--- src/rtl/weight_memory_write_control.sv ---
// rtl/weight_memory_write_control.sv - striped weight-stream writer into BANK_COUNT weight memory banks
// Optional feature macro: WEIGHT_WORD_COUNT_CHECK_EN (beat count vs expected_words check -> count_error)
module weight_memory_write_control #(
  parameter  int DATA_WIDTH = 64,
  parameter  int BANK_COUNT = 4,
  parameter  int BANK_DEPTH = 512,
  localparam int AW         = $clog2(BANK_DEPTH)
) (
  input  logic                  clk,
  input  logic                  resetn,
  input  logic                  start,
  input  logic [AW-1:0]         base_addr,
  input  logic [15:0]           expected_words,
  input  logic [DATA_WIDTH-1:0] s_data,
  input  logic                  s_valid,
  input  logic                  s_last,
  output logic                  s_ready,
  output logic [BANK_COUNT-1:0] wm_wen,
  output logic [AW-1:0]         wm_addr,
  output logic [DATA_WIDTH-1:0] wm_data,
  output logic                  busy,
  output logic                  done,
  output logic                  overflow_error,
  output logic                  count_error
);

  localparam int BW = $clog2(BANK_COUNT);
  localparam logic [BW-1:0] PTR_MAX = BW'(BANK_COUNT - 1);

  typedef enum logic [1:0] {S_IDLE, S_LOAD, S_DONE} state_t;

  state_t                state_q, state_d;
  // Row address carries one extra bit: once set it marks "past the last row"
  // and freezes, so the address never wraps back to 0.
  logic [AW:0]           row_q, row_d;
  logic [BW-1:0]         ptr_q, ptr_d;
  logic [15:0]           cnt_q, cnt_d;
  logic [15:0]           cnt_inc;
  logic                  ovf_q, ovf_d;
  logic [BANK_COUNT-1:0] wen_q, wen_d;
  logic [AW-1:0]         addr_q, addr_d;
  logic [DATA_WIDTH-1:0] data_q, data_d;

`ifdef WEIGHT_WORD_COUNT_CHECK_EN
  logic [15:0]           exp_q, exp_d;
  logic                  cerr_q, cerr_d;
`else
  logic                  unused_expected_words;
  assign unused_expected_words = ^expected_words;
`endif

  // Next-state, striping and error-flag logic for one load.
  always_comb begin
    state_d = state_q;
    row_d   = row_q;
    ptr_d   = ptr_q;
    cnt_d   = cnt_q;
    ovf_d   = ovf_q;
    wen_d   = '0;
    addr_d  = addr_q;
    data_d  = data_q;
    cnt_inc = (cnt_q == 16'hFFFF) ? cnt_q : cnt_q + 16'd1;
`ifdef WEIGHT_WORD_COUNT_CHECK_EN
    exp_d   = exp_q;
    cerr_d  = cerr_q;
`endif
    case (state_q)
      S_IDLE: begin
        if (start) begin
          state_d = S_LOAD;
          row_d   = {1'b0, base_addr};
          ptr_d   = '0;
          cnt_d   = '0;
          ovf_d   = 1'b0;
`ifdef WEIGHT_WORD_COUNT_CHECK_EN
          exp_d   = expected_words;
          cerr_d  = 1'b0;
`endif
        end
      end
      S_LOAD: begin
        if (s_valid) begin
          cnt_d = cnt_inc;
          // Beats past the last row are consumed but never written.
          if (row_q[AW]) begin
            ovf_d = 1'b1;
          end else begin
            wen_d[ptr_q] = 1'b1;
            addr_d       = row_q[AW-1:0];
            data_d       = s_data;
          end
          if (ptr_q == PTR_MAX) begin
            ptr_d = '0;
            if (!row_q[AW]) begin
              row_d = row_q + 1'b1;
            end
          end else begin
            ptr_d = ptr_q + 1'b1;
          end
          if (s_last) begin
            state_d = S_DONE;
`ifdef WEIGHT_WORD_COUNT_CHECK_EN
            cerr_d  = (cnt_inc != exp_q);
`endif
          end
        end
      end
      S_DONE: begin
        state_d = S_IDLE;
      end
      default: begin
        state_d = S_IDLE;
      end
    endcase
  end

  // State and registered write-port flops; reset drops any pending write.
  always_ff @(posedge clk) begin
    if (!resetn) begin
      state_q <= S_IDLE;
      row_q   <= '0;
      ptr_q   <= '0;
      cnt_q   <= '0;
      ovf_q   <= 1'b0;
      wen_q   <= '0;
      addr_q  <= '0;
      data_q  <= '0;
`ifdef WEIGHT_WORD_COUNT_CHECK_EN
      exp_q   <= '0;
      cerr_q  <= 1'b0;
`endif
    end else begin
      state_q <= state_d;
      row_q   <= row_d;
      ptr_q   <= ptr_d;
      cnt_q   <= cnt_d;
      ovf_q   <= ovf_d;
      wen_q   <= wen_d;
      addr_q  <= addr_d;
      data_q  <= data_d;
`ifdef WEIGHT_WORD_COUNT_CHECK_EN
      exp_q   <= exp_d;
      cerr_q  <= cerr_d;
`endif
    end
  end

  assign s_ready        = (state_q == S_LOAD);
  assign busy           = (state_q != S_IDLE);
  assign done           = (state_q == S_DONE);
  assign wm_wen         = wen_q;
  assign wm_addr        = addr_q;
  assign wm_data        = data_q;
  assign overflow_error = ovf_q;
`ifdef WEIGHT_WORD_COUNT_CHECK_EN
  assign count_error    = cerr_q;
`else
  assign count_error    = 1'b0;
`endif

endmodule

--- config.mk ---
export PLATFORM = sky130hd
export DESIGN_NAME = weight_memory_write_control
export DESIGN_NICKNAME = d
export VERILOG_FILES = /design/src/rtl/weight_memory_write_control.sv
export SDC_FILE = /design/constraint.sdc
export NUM_CORES = 1
export LEC_CHECK = 0
export BUFFER_PORTS_ARGS = -buffer_cell sky130_fd_sc_hd__buf_2
export CAP_MARGIN = 25
export CELL_PAD_IN_SITES_DETAIL_PLACEMENT = 0
export CELL_PAD_IN_SITES_GLOBAL_PLACEMENT = 1
export CORE_ASPECT_RATIO = 1.25
export CORE_MARGIN = 5
export CORE_UTILIZATION = 34
export CTS_BUF_LIST = sky130_fd_sc_hd__clkbuf_8
export DETAILED_ROUTE_END_ITERATION = 12
export PLACE_DENSITY = 0.83
export SYNTH_ARGS = -nofsm -noshare
export SYNTH_HDL_FRONTEND = slang
export SYNTH_SLANG_ARGS = --single-unit
export TNS_END_PERCENT = 5
--- constraint.sdc ---
create_clock -name clk -period 1.9 [get_ports clk]
set_clock_uncertainty 0.15 [all_clocks]
set_input_delay 0.38 -clock clk [delete_from_list [all_inputs] [get_ports clk]]
set_output_delay 0.38 -clock clk [all_outputs]
set_load 0.1 [all_outputs]
## Word level (Yosys, flattened, before mapping)

Index checks and enable logic that the tools add are counted.

- Register bits after elaboration: 92
- Word-level logic and storage cells: 55
- Input bits: 94
- Output and inout port bits: 82

- $lt $le $gt $ge: 2
- Equality and inequality tests: 9
- Bitwise operators: 4
- Reductions and logical operators: 11
- Multiplexer cells: 19
- Add/subtract/negate cells: 2

Operators with widths:

| cell | number |
|---|---|
| two-way mux 10 bit | 4 |
| case mux 10 bit (2 select lines) | 1 |
| two-way mux 2 bit | 6 |
| adder 10 x 1 -> 10 bit (second input constant) | 1 |
| AND reduction 3 bit | 3 |
| inequality test 2 bit (second input constant) | 4 |
| case mux 2 bit (2 select lines) | 2 |
| AND reduction 4 bit | 2 |
| AND reduction 5 bit | 1 |
| == test 2 bit (second input constant) | 2 |
| two-way mux 1 bit | 4 |
| inequality test 2 x 1 -> 1 bit (second input constant) | 2 |
| NOT 1 bit | 4 |
| nonzero test 2 bit | 2 |
| OR reduction 4 bit | 1 |
| < comparator 2 x 3 -> 1 bit (second input constant) | 1 |
| adder 2 x 1 -> 2 bit (second input constant) | 1 |
| demux 1 bit (select 2 bit) | 1 |
| == test 2 x 1 -> 1 bit (second input constant) | 1 |
| >= comparator 2 x 1 -> 1 bit (second input constant) | 1 |
| zero test 2 bit | 1 |
| case mux 1 bit (2 select lines) | 1 |
| logical AND 1 bit | 1 |

## Depth between registers and ports, before layout

Gate-level depths: netlist (run 1).

- Word-level depth: 5
- Gate-level depth with buffers: 8
- Depth with buffers taken out: 5

## Least setup slack after synthesis (run 1)

Ideal clock, no wire load.

- Path type: reg-to-output
- Start point: register state_q[1]
- End point: output done
- Path buffers: 1
- Slack: -404 ps
- Data arrival time: 1774 ps
- Data required time: 1370 ps
- Stages on the path, launching flop included: 4
- Path through: dfxtp_1 -> buf_4 -> inv_1 -> nor2_1

- Cells in the longest elaborated chain, start to end: 1

Ends and longest elaborated chain:

| item | RTL line | text |
|---|---|---|
| from (decl) | 32 | `state_t state_q, state_d;` |
| from (signal assigned) | 133 | `state_q <= state_d;` |
| == test 2 bit | 150 | `assign done = (state_q == S_DONE);` |
| to (decl) | 22 | `output logic done,` |

No other way between the ends.

## Worst setup path after layout (run 1)

- Start point: register state_q[0]
- End point: output busy

- Cells in the longest elaborated chain, start to end: 1

Ends and longest elaborated chain:

| item | RTL line | text |
|---|---|---|
| nonzero test 2 bit | 149 | `assign busy = (state_q != S_IDLE);` |
| to (decl) | 21 | `output logic busy,` |

No other way between the ends.

==> reports/metrics.csv, run 1 <==
stage,metric,value,unit
clock_network,clockBufferDepth,2,
critical_path,slowest_delay,0.33,ns
clock_network,path_clk_slew,0.08,ns
floorplanning,fp.dieW,105,µm
timing,fmax,547,MHz
pwr,intPower,3.05,mW
drt,antenna_left,0,
drt,met1_length,4.15,mm
logic_synthesis,synth-compound-area-share,22.8,%
pwr,power_frac_comb,21.6,%
logic_synthesis,async_reset_ff_share,0,%
final_layout,final_area,5060,µm²
logic_synthesis,avgSynthCellArea,8.72,µm²
floorplanning,die_h,129,µm
pwr,p_clk_share,32.4,%
logic_synthesis,synth_xor_area_share,0,%
floorplanning,coreArea,11100,µm²
pwr,leakage,2.22,nW
critical_path,critPathTopFamily,flip-flops,
clock_network,cts-buffers-inserted,9,
critical_path,crit_buf_inv,2,
placed_design,dp_slack,0.134,ns
drt,wl_met3,524,µm
pwr,power.switching,1.44,mW
final_layout,layout_commonest_cell,nand2_1,
logic_synthesis,synth-seq-area-share,47.7,%
timing,worstMarginPinSlew,0.520,ns
drt,highest_layer,met4,
timing,period_minus_slack,1.83,ns
floorplanning,initial_core_util,34.7,%
clock_network,cts_tree,done,
placed_design,gp_congestion,0.797,
floorplanning,ios,176,
drt,vias_per_cell,4.72,
pwr,total_power,4.48,mW
global_route,antenna_found_initial,0,
placed_design,postPlaceCellArea,4820,µm²
critical_path,endpoint_kind,output port,
pwr,seq_power_share,46.0,%
global_route,grt_start_max_net_pins,74,
drt,wl_met2,5.22,mm
clock_network,clk_latency,0.35,ns
logic_synthesis,syn_area,3860,µm²
global_route,overflow,0,
timing,hold_viol,0,
final_layout,final_core_util,45.4,%
timing,layout_setup_ws,0.0726,ns
final_layout,antenna_cells,0,
timing,relSlewSlack,65.6,%
global_route,grt_pass1_wl,16.0,mm
clock_network,cts_root_buf,clkbuf_8,
final_layout,final_cell_mix,"nand2_1 (162), buf_2 (155), dfxtp_1 (91)",
drt,vias,3458,
run,drv_cap,0,
placed_design,detailed_place_hpwl,7.46,mm
critical_path,worst_ep_required_time,1.37,ns
final_layout,area_growth,30.9,%
drt,wl_per_cell,13.7,µm
timing,rsz0062_at_grt,true,
logic_synthesis,yosys_warnings,0,
global_route,grt_pass1_vias,3344,
drt,dr.pass1.iters,4,
min_path,min_path_type,in -> reg,
floorplanning,die_area,13600,µm²
pwr,p_sw_share,32.0,%
logic_synthesis,synth_flop_cell,dfxtp_1,
critical_path,path_class,reg -> out,
logic_synthesis,yosys.area_share.simple,21.9,%
clock_network,cts_sinks,92,
status,status,finished clean,
drt,drt_iter0_drc,101,
timing,finalSetupViolCount,0,
logic_synthesis,synthesis.nets,542,
logic_synthesis,synth_mux_area_share,0.518,%
timing,period_share,96.2,%
critical_path,crit_path_cell_trace,buf_6 -> or2_2 -> buf_12,
logic_synthesis,ys_ff_latch,92,
critical_path,worstSetupStartpointType,flip-flop,
timing,final_max_slew_viol_count,0,
pwr,p_per_area,887,nW/µm²
critical_path,slowest_stage,dfxtp_1,
global_route,grt_usage,14.5,%
logic_synthesis,ys_types,40,
placed_design,port_buffers,158,
critical_path,crit_arrival,1.30,ns
logic_synthesis,synthCells,443,
clock_network,ctsHoldBuffers,0,
pwr,ir_worst_vdd,0.385,mV
floorplanning,std_cell_rows,43,
final_layout,finalNetCount,692,
drt,wl,10.0,mm
clock_network,htreeDepth,3,
logic_synthesis,synth_fa_ha_area_share,1.62,%
critical_path,crit_fanout,12,
logic_synthesis,synth_edf_count,0,
final_layout,layout-drive-gt1-share,37.1,%
drt,drc,0,
logic_synthesis,synth_top_family_by_area,compound AO/OA/AOI/OAI gates,
cells in the mapped netlist, drive strengths merged (2+ instances only):
| cell type | number | area share, % |
|---|---|---|
| a21boi | 75 | 17 |
| a21oi | 10 | 1.3 |
| a31oi | 2 | 0.32 |
| and3 | 5 | 0.81 |
| buf | 12 | 2.9 |
| clkbuf | 19 | 1.8 |
| dfxtp | 92 | 48 |
| ha | 5 | 1.6 |
| inv | 6 | 0.58 |
| mux2i | 2 | 0.52 |
| nand2 | 163 | 16 |
| nand2b | 4 | 0.65 |
| nand3 | 8 | 1.0 |
| nand4 | 2 | 0.32 |
| nor2 | 4 | 0.39 |
| nor3b | 4 | 1.1 |
| nor4 | 2 | 0.32 |
| o211a | 3 | 0.78 |
| o2bb2ai | 4 | 0.91 |
| o311ai | 2 | 0.45 |
| o31ai | 3 | 0.58 |
| or2 | 3 | 0.49 |
path summary, 6_finish.rpt:
kind / endpoint / slack (ns) / startpoint / cells past startpoint
setup / recovery: busy / 0.07 / state_q[0]$_SDFFE_PN0P_ / 3
hold / removal: state_q[1]$_SDFFE_PN0P_ / 0.11 / s_last / 3
setup reg to reg: row_q[6]$_SDFFE_PN0P_ / 0.15 / row_q[0]$_SDFFE_PN0P_ / 5
hold reg to reg: wm_data[58]$_SDFFE_PN0P_ / 0.31 / wm_data[58]$_SDFFE_PN0P_ / 2
kinds of logic (layout without fill, tap and decap cells):
family / Yosys count / count (layout)
simple gates: 200 / 200
flops: 92 / 92
compound gates: 106 / 106
other cells: 1 / 1
mux: 2 / 2
fa+ha+maj: 5 / 5
buf+inv: 37 / 192
tightest hold or removal path, cell delays in order:
cell and delay [ns]:
buf_2 0.11, nand3_1 0.06, nor2_1 0.03
power by group through the flow:
stage | Sequential (mW) | Clock, mW | Combinational, mW
floorplan | 2.54 | 0 | 0.308
global placement | 2.10 | 0 | 0.966
detailed placement | 2.11 | 0 | 0.977
CTS | 2.06 | 1.51 | 0.978
global route | 2.08 | 1.58 | 1.03
finish | 2.06 | 1.46 | 0.968
metrics by stage:
step	setup TNS (ns)	std cells	hold WS [ns]
after floorplan	0	443	0.314
after global placement	0	717	0.297
after detailed placement	0	717	0.304
after CTS	0	733	0.0839
after global routing	-0.00819	733	0.0974
final	0	733	0.109
final cells by class:
class	instances	area [µm²]
Clock inverter	2	38.8
Multi-Input combinational cell	314	1820
Fill cell	1150	6080
Tap cell	135	169
Timing Repair Buffer	170	967
Inverter	6	22.5
Sequential cell	92	1840
Clock buffer	14	193
metal layers:
| metal | track usage [%] | vias up |
|---|---|---|
| li1 | - | 1766 |
| met1 | 16.7 | 1594 |
| met2 | 26.2 | 86 |
| met3 | 3.64 | 12 |
| met4 | 5.02 | 0 |
| met5 | 0 | - |
sequential cells by signal, indices dropped and copies added, names as in the netlist:
name / flops
row_q: 10
state_q: 2
wm_addr: 9
wm_data: 64
ptr_q: 2
wm_wen: 4
overflow_error: 1
repair_timing:
| item | in CTS | in global routing |
|---|---|---|
| setup endpoints to repair | 1 | 2 |
| resized for setup | 1 | 2 |
| pin swaps | 0 | 0 |
| setup buffers | 0 | 0 |
| cloned | 0 | 0 |
No activity file was read; power rests on OpenSTA's default activity.
==> run 2: changes to the inputs <==
--- a/config.mk
+++ b/config.mk
@@ -9,12 +9,14 @@
 export CAP_MARGIN = 25
 export CELL_PAD_IN_SITES_DETAIL_PLACEMENT = 0
 export CELL_PAD_IN_SITES_GLOBAL_PLACEMENT = 1
-export CORE_ASPECT_RATIO = 1.25
+export CORE_ASPECT_RATIO = 0.7
 export CORE_MARGIN = 5
 export CORE_UTILIZATION = 34
 export CTS_BUF_LIST = sky130_fd_sc_hd__clkbuf_8
 export DETAILED_ROUTE_END_ITERATION = 12
+export GPL_TIMING_DRIVEN = 0
 export PLACE_DENSITY = 0.83
+export REMOVE_ABC_BUFFERS = 1
 export SYNTH_ARGS = -nofsm -noshare
 export SYNTH_HDL_FRONTEND = slang
 export SYNTH_SLANG_ARGS = --single-unit
==> run 2 against run 1 <==
Register-to-register slack lost 0.08 ns. Sequential power barely moved. Via count is 1.2% lower. Final cell count increased by 1.8%. Critical path type unchanged.
==> reports/metrics.csv, run 2 (synthesis gave the netlist of run 1 again) <==
stage,metric,value,unit
final_layout,layout_commonest_cell,nand2_1,
timing,fmax,537,MHz
pwr,total_power,4.38,mW
drt,drt_iter0_drc,100,
clock_network,htreeDepth,3,
global_route,antenna_found_initial,0,
pwr,leakage,2.19,nW
final_layout,fin_cells,746,
final_layout,final_cell_mix,"nand2_1 (162), buf_2 (155), dfxtp_1 (88)",
drt,vias_per_cell,4.58,
final_layout,final_core_util,45.4,%
global_route,grt_pass1_wl,15.8,mm
clock_network,cts_sinks,92,
placed_design,postPlaceCellArea,4720,µm²
floorplanning,ios,176,
placed_design,gp_congestion,0.743,
critical_path,slowest_stage,dfxtp_4,
critical_path,worst_ep_required_time,1.37,ns
floorplanning,fp.dieW,137,µm
clock_network,cts_root_buf,clkbuf_8,
final_layout,finalNetCount,687,
timing,rsz0062_at_grt,true,
timing,finalSetupViolCount,0,
critical_path,r2r_setup_slack,0.07,ns
timing,period_minus_slack,1.86,ns
final_layout,area_growth,29.8,%
critical_path,reg2reg_from,row_q[1]$_SDFFE_PN0P_,
status,status,finished clean,
timing,hold_viol,0,
timing,holdWs,0.101,ns
floorplanning,coreArea,11100,µm²
min_path,min_path_type,in -> reg,
global_route,overflow,0,
critical_path,r2r_end,row_q[6]$_SDFFE_PN0P_,
final_layout,layout-drive-gt1-share,37.3,%
critical_path,crit_fanout,9,
clock_network,path_clk_slew,0.09,ns
timing,relSlewSlack,57.3,%
timing,worstMarginPinSlew,0.639,ns
clock_network,cts-buffers-inserted,9,
floorplanning,die_area,13600,µm²
final_layout,antenna_cells,0,
critical_path,endpoint_kind,output port,
drt,drc,0,
critical_path,worstSetupStartpointType,flip-flop,
global_route,grt_start_max_net_pins,59,
floorplanning,std_cell_rows,32,
global_route,grt_pass1_vias,3217,
drt,wl_per_cell,13.2,µm
critical_path,slowest_delay,0.39,ns
final_layout,largest_reg_flops,64,
critical_path,crit_buf_inv,2,
placed_design,dp_cells,726,
drt,wl,9.85,mm
placed_design,port_buffers,158,
placed_design,detailed_place_hpwl,6.94,mm
critical_path,crit_path_cell_trace,nand2b_2 -> inv_1 -> buf_8,
drt,antenna_left,0,
final_layout,final_area,5010,µm²
min_path,holdCritStartpoint,s_last,
clock_network,cts_tree,done,
critical_path,path_class,reg -> out,
drt,dr.pass1.iters,4,
pwr,ir_worst_vdd,0.392,mV
floorplanning,die_h,99.2,µm
critical_path,r2r_cells,5,
clock_network,clockBufferDepth,2,
critical_path,crit_arrival,1.33,ns
clock_network,clk_latency,0.35,ns
timing,final_max_slew_viol_count,0,
drt,vias,3415,
global_route,grt_usage,14.3,%
timing,period_share,98.0,%
min_path,min_path_cells,3,
min_path,min_to,state_q[1]$_SDFFE_PN0P_,
critical_path,critPathTopFamily,flip-flops,
floorplanning,initial_core_util,35.0,%
pwr,p_per_area,875,nW/µm²
run,drv_cap,0,
==> run 2: cell types whose count changed in the layout (fill, tap and decap cells not counted), moves of 2 or more <==
cell      before  now
a21boi_1       0    9
a21boi_0      49   40
dfxtp_1       91   88
clkbuf_8      14   10
inv_6          0    2
buf_4          8    4
buf_12         6    3
dfxtp_4        0    2
==> run 2: per-layer routing <==
metal	wire length [µm]	share of wire, %	GRT usage (%)
met1	4530	46	19.1
met2	4260	43	21.4
met3	968	9.8	6.17
met4	86	0.87	3.53
met5	0	0	0
==> run 2: final cells by class <==
cell class,instances,area [µm²]
fill,1092,6040
timing repair buffer,164,892
tap,153,191
clock inverter,6,70.1
clock buffer,10,138
multi-input combinational,315,1850
sequential,92,1850
inverter,6,22.5
==> run 2: worst max-delay path by stage <==
stage / start / endpoint / slack [ns] / cells past startpoint
floorplan: state_q[0]$_SDFFE_PN0P_ / wm_data[10]$_SDFFE_PN0P_ / -0.83 / 4
global placement: state_q[0]$_SDFFE_PN0P_ / wm_data[31]$_SDFFE_PN0P_ / -1.83 / 4
detailed placement: state_q[0]$_SDFFE_PN0P_ / wm_data[3]$_SDFFE_PN0P_ / -0.58 / 5
CTS: ptr_q[0]$_SDFFE_PN0P_ / row_q[1]$_SDFFE_PN0P_ / -0.12 / 5
global route: state_q[1]$_SDFFE_PN0P_ / s_ready / -0.04 / 3
finish: state_q[1]$_SDFFE_PN0P_ / s_ready / 0.04 / 3
==> run 2: report_power, final <==
part / internal (mW) / switching (mW) / leakage, nW
registers: 2.01 / 0.0592 / 0.750
logic: 0.236 / 0.718 / 1.33
clock network: 0.656 / 0.709 / 0.107
total: 2.90 / 1.49 / 2.19
==> run 2: repair_timing <==
item,in CTS,in global routing
resized for setup,7,20
setup buffers,3,0
cloned,1,0
hold buffers,0,0
setup endpoints to repair,82,68
pin swaps,1,1
==> run 2: stage by stage <==
stage	setup TNS, ns	setup slack (ns)
6_report	0	0.0379
5_1_grt	-0.0874	-0.0448
4_1_cts	-0.461	-0.124
3_5_place_dp	-34.08	-0.584
3_3_place_gp	-137.73	-1.83
2_1_floorplan	-61.77	-0.825
==> run 2: tightest hold or removal path, stage by stage <==
cell     delay (ns)
buf_2          0.11
nand3_1        0.06
nor2_1         0.03
==> run 3: changes to the inputs <==
--- a/config.mk
+++ b/config.mk
@@ -15,8 +15,10 @@
 export CTS_BUF_LIST = sky130_fd_sc_hd__clkbuf_8
 export DETAILED_ROUTE_END_ITERATION = 12
 export GPL_TIMING_DRIVEN = 0
+export HOLD_SLACK_MARGIN = 0.15
 export PLACE_DENSITY = 0.83
 export REMOVE_ABC_BUFFERS = 1
+export SLEW_MARGIN = 25
 export SYNTH_ARGS = -nofsm -noshare
 export SYNTH_HDL_FRONTEND = slang
 export SYNTH_SLANG_ARGS = --single-unit
==> run 3 against run 2 <==
Hold slack improved by 0.092 ns. Die area unchanged. Via count up 8.2%.
==> reports/metrics.csv, run 3 (synthesis gave the netlist of run 1 again) <==
stage,metric,value,unit
drt,drt_iter0_drc,123,
clock_network,cts-buffers-inserted,9,
global_route,antenna_found_initial,0,
timing,worstMarginPinSlew,0.811,ns
timing,finalSetupViolCount,0,
critical_path,crit_path_cell_trace,or2_2 -> buf_4,
drt,highest_layer,met4,
drt,wl,11.1,mm
critical_path,cp-startpoint,state_q[0]$_SDFFE_PN0P_,
timing,hold_viol,0,
floorplanning,die_h,99.2,µm
global_route,overflow,0,
final_layout,layout_commonest_cell,nand2_1,
final_layout,layout-drive-gt1-share,33.1,%
drt,met1_length,4.87,mm
final_layout,fin_cells,809,
timing,relSlewSlack,45.9,%
timing,rsz0062_at_grt,true,
clock_network,clockBufferDepth,2,
critical_path,reg2reg_from,row_q[1]$_SDFFE_PN0P_,
pwr,p_sw_share,33.1,%
final_layout,final_core_util,51.1,%
critical_path,worst_ep_required_time,1.37,ns
timing,final_max_slew_viol_count,0,
floorplanning,fp.dieW,137,µm
critical_path,r2r_end,row_q[6]$_SDFFE_PN0P_,
drt,wl_met3,1.01,mm
critical_path,slowest_delay,0.41,ns
drt,vias,3694,
global_route,grt_pass1_wl,17.6,mm
final_layout,final_cell_mix,"nand2_1 (162), buf_2 (154), dfxtp_1 (88)",
pwr,p_per_area,793,nW/µm²
drt,antenna_left,0,
drt,wl_met2,5.02,mm
critical_path,slowest_stage,dfxtp_4,
critical_path,crit_arrival,1.27,ns
floorplanning,initial_core_util,35.0,%
status,status,finished clean,
drt,dr.pass1.iters,4,
floorplanning,std_cell_rows,32,
pwr,intPower,3.00,mW
critical_path,cp.depth,2,
pwr,ir_worst_vdd,0.392,mV
global_route,grt_start_max_net_pins,98,
min_path,min_path_type,in -> reg,
placed_design,port_buffers,158,
timing,fmax,555,MHz
final_layout,nFillCells,1022,
global_route,grt_pass1_vias,3678,
clock_network,htreeDepth,3,
pwr,p_clk_share,30.1,%
pwr,power.switching,1.48,mW
critical_path,crit_fanout,14,
drt,wl_per_cell,13.7,µm
floorplanning,ios,176,
floorplanning,die_area,13600,µm²
final_layout,antenna_cells,0,
clock_network,cts_sinks,92,
final_layout,largest_reg_flops,64,
pwr,leakage,2.44,nW
clock_network,clk_latency,0.35,ns
placed_design,dp_cells,725,
critical_path,path_class,reg -> out,
drt,drc,0,
floorplanning,coreArea,11100,µm²
drt,vias_per_cell,4.57,
pwr,seq_power_share,46.2,%
critical_path,endpoint_kind,output port,
clock_network,cts_tree,done,
final_layout,area_growth,46.1,%
critical_path,r2r_cells,5,
timing,tns,0,ns
timing,period_share,94.9,%
placed_design,gp_congestion,0.743,
critical_path,crit_buf_inv,1,
final_layout,finalNetCount,750,
run,drv_cap,0,
clock_network,cts_root_buf,clkbuf_8,
timing,period_minus_slack,1.80,ns
final_layout,seqCellArea,1850,µm²
final_layout,multi_input_area,1860,µm²
critical_path,critPathTopFamily,flip-flops,
critical_path,worstSetupStartpointType,flip-flop,
clock_network,path_clk_slew,0.09,ns
global_route,grt_usage,16.0,%
critical_path,cp-endpoint,busy,
critical_path,r2r_setup_slack,0.12,ns
pwr,power_frac_comb,23.7,%
placed_design,detailed_place_hpwl,6.90,mm
[run 3: changes by cell type in the layout (fill, tap and decap cells not counted), moves of 2 or more]
cell / delta
clkinv_4: -2
inv_1: +2
a21boi_0: +6
a21boi_1: -6
inv_6: -2
clkinvlp_4: +2
dlygate4sd3_1: +65
[run 3: power groups by stage]
stage,Clock (mW),Combinational [mW],Sequential [mW]
floorplan,0,0.254,2.54
global placement,0,0.916,2.11
detailed placement,0,0.935,2.11
CTS,1.41,1.05,2.07
global route,1.48,1.12,2.08
finish,1.35,1.06,2.07
[run 3: how the worst min path moves through the flow]
stage                                           to  slack, ns                     start  cells after the start
final                        row_q[5]$_SDFFE_PN0P_       0.19              base_addr[5]                      4
after global routing         row_q[8]$_SDFFE_PN0P_       0.18              base_addr[8]                      3
after CTS                  state_q[0]$_SDFFE_PN0P_       0.16                     start                      2
after detailed placement   wm_data[8]$_SDFFE_PN0P_       0.30   wm_data[8]$_SDFFE_PN0P_                      2
after global placement    wm_data[32]$_SDFFE_PN0P_       0.30  wm_data[32]$_SDFFE_PN0P_                      2
after floorplan              row_q[3]$_SDFFE_PN0P_       0.31     row_q[3]$_SDFFE_PN0P_                      2
[run 3: what timing repair did]
item                       in CTS  in global routing
gates cloned                    1                  0
setup endpoints to repair      86                 54
gates resized for setup         7                 13
hold buffers                   65                  0
hold endpoints to repair       65                  0
buffers inserted                2                  0
[run 3: per-layer routing]
metal	global-route usage, %	up-vias
li1	-	1884
met1	19.8	1672
met2	25.4	127
met3	6.72	11
met4	4.52	0
met5	0	-
[run 3: worst register-to-register path, cell delays in order (launching register included)]
cell       delay (ns)
dfxtp_1          0.41
ha_1             0.22
nand3_1          0.19
or2_2            0.37
o31ai_1          0.24
o2bb2ai_1        0.14
[run 3: final cells by class]
class,count,area share [%]
Tap cell,153,3.39
Multi-Input combinational cell,315,33.0
Clock buffer,11,2.68
Clock inverter,5,0.931
Inverter,6,0.399
Timing Repair Buffer,227,26.8
Sequential cell,92,32.8
[run 3: per-stage QoR]
step	area, µm²	hold slack (ns)	power, mW	worst slack (ns)
global placement	4660	0.299	3.02	-1.83
floorplan	3680	0.314	2.80	-0.825
CTS	5610	0.164	4.53	-0.0494
detailed placement	4710	0.303	3.04	-0.409
global route	5650	0.182	4.68	-0.0341
finish	5650	0.193	4.48	0.0970
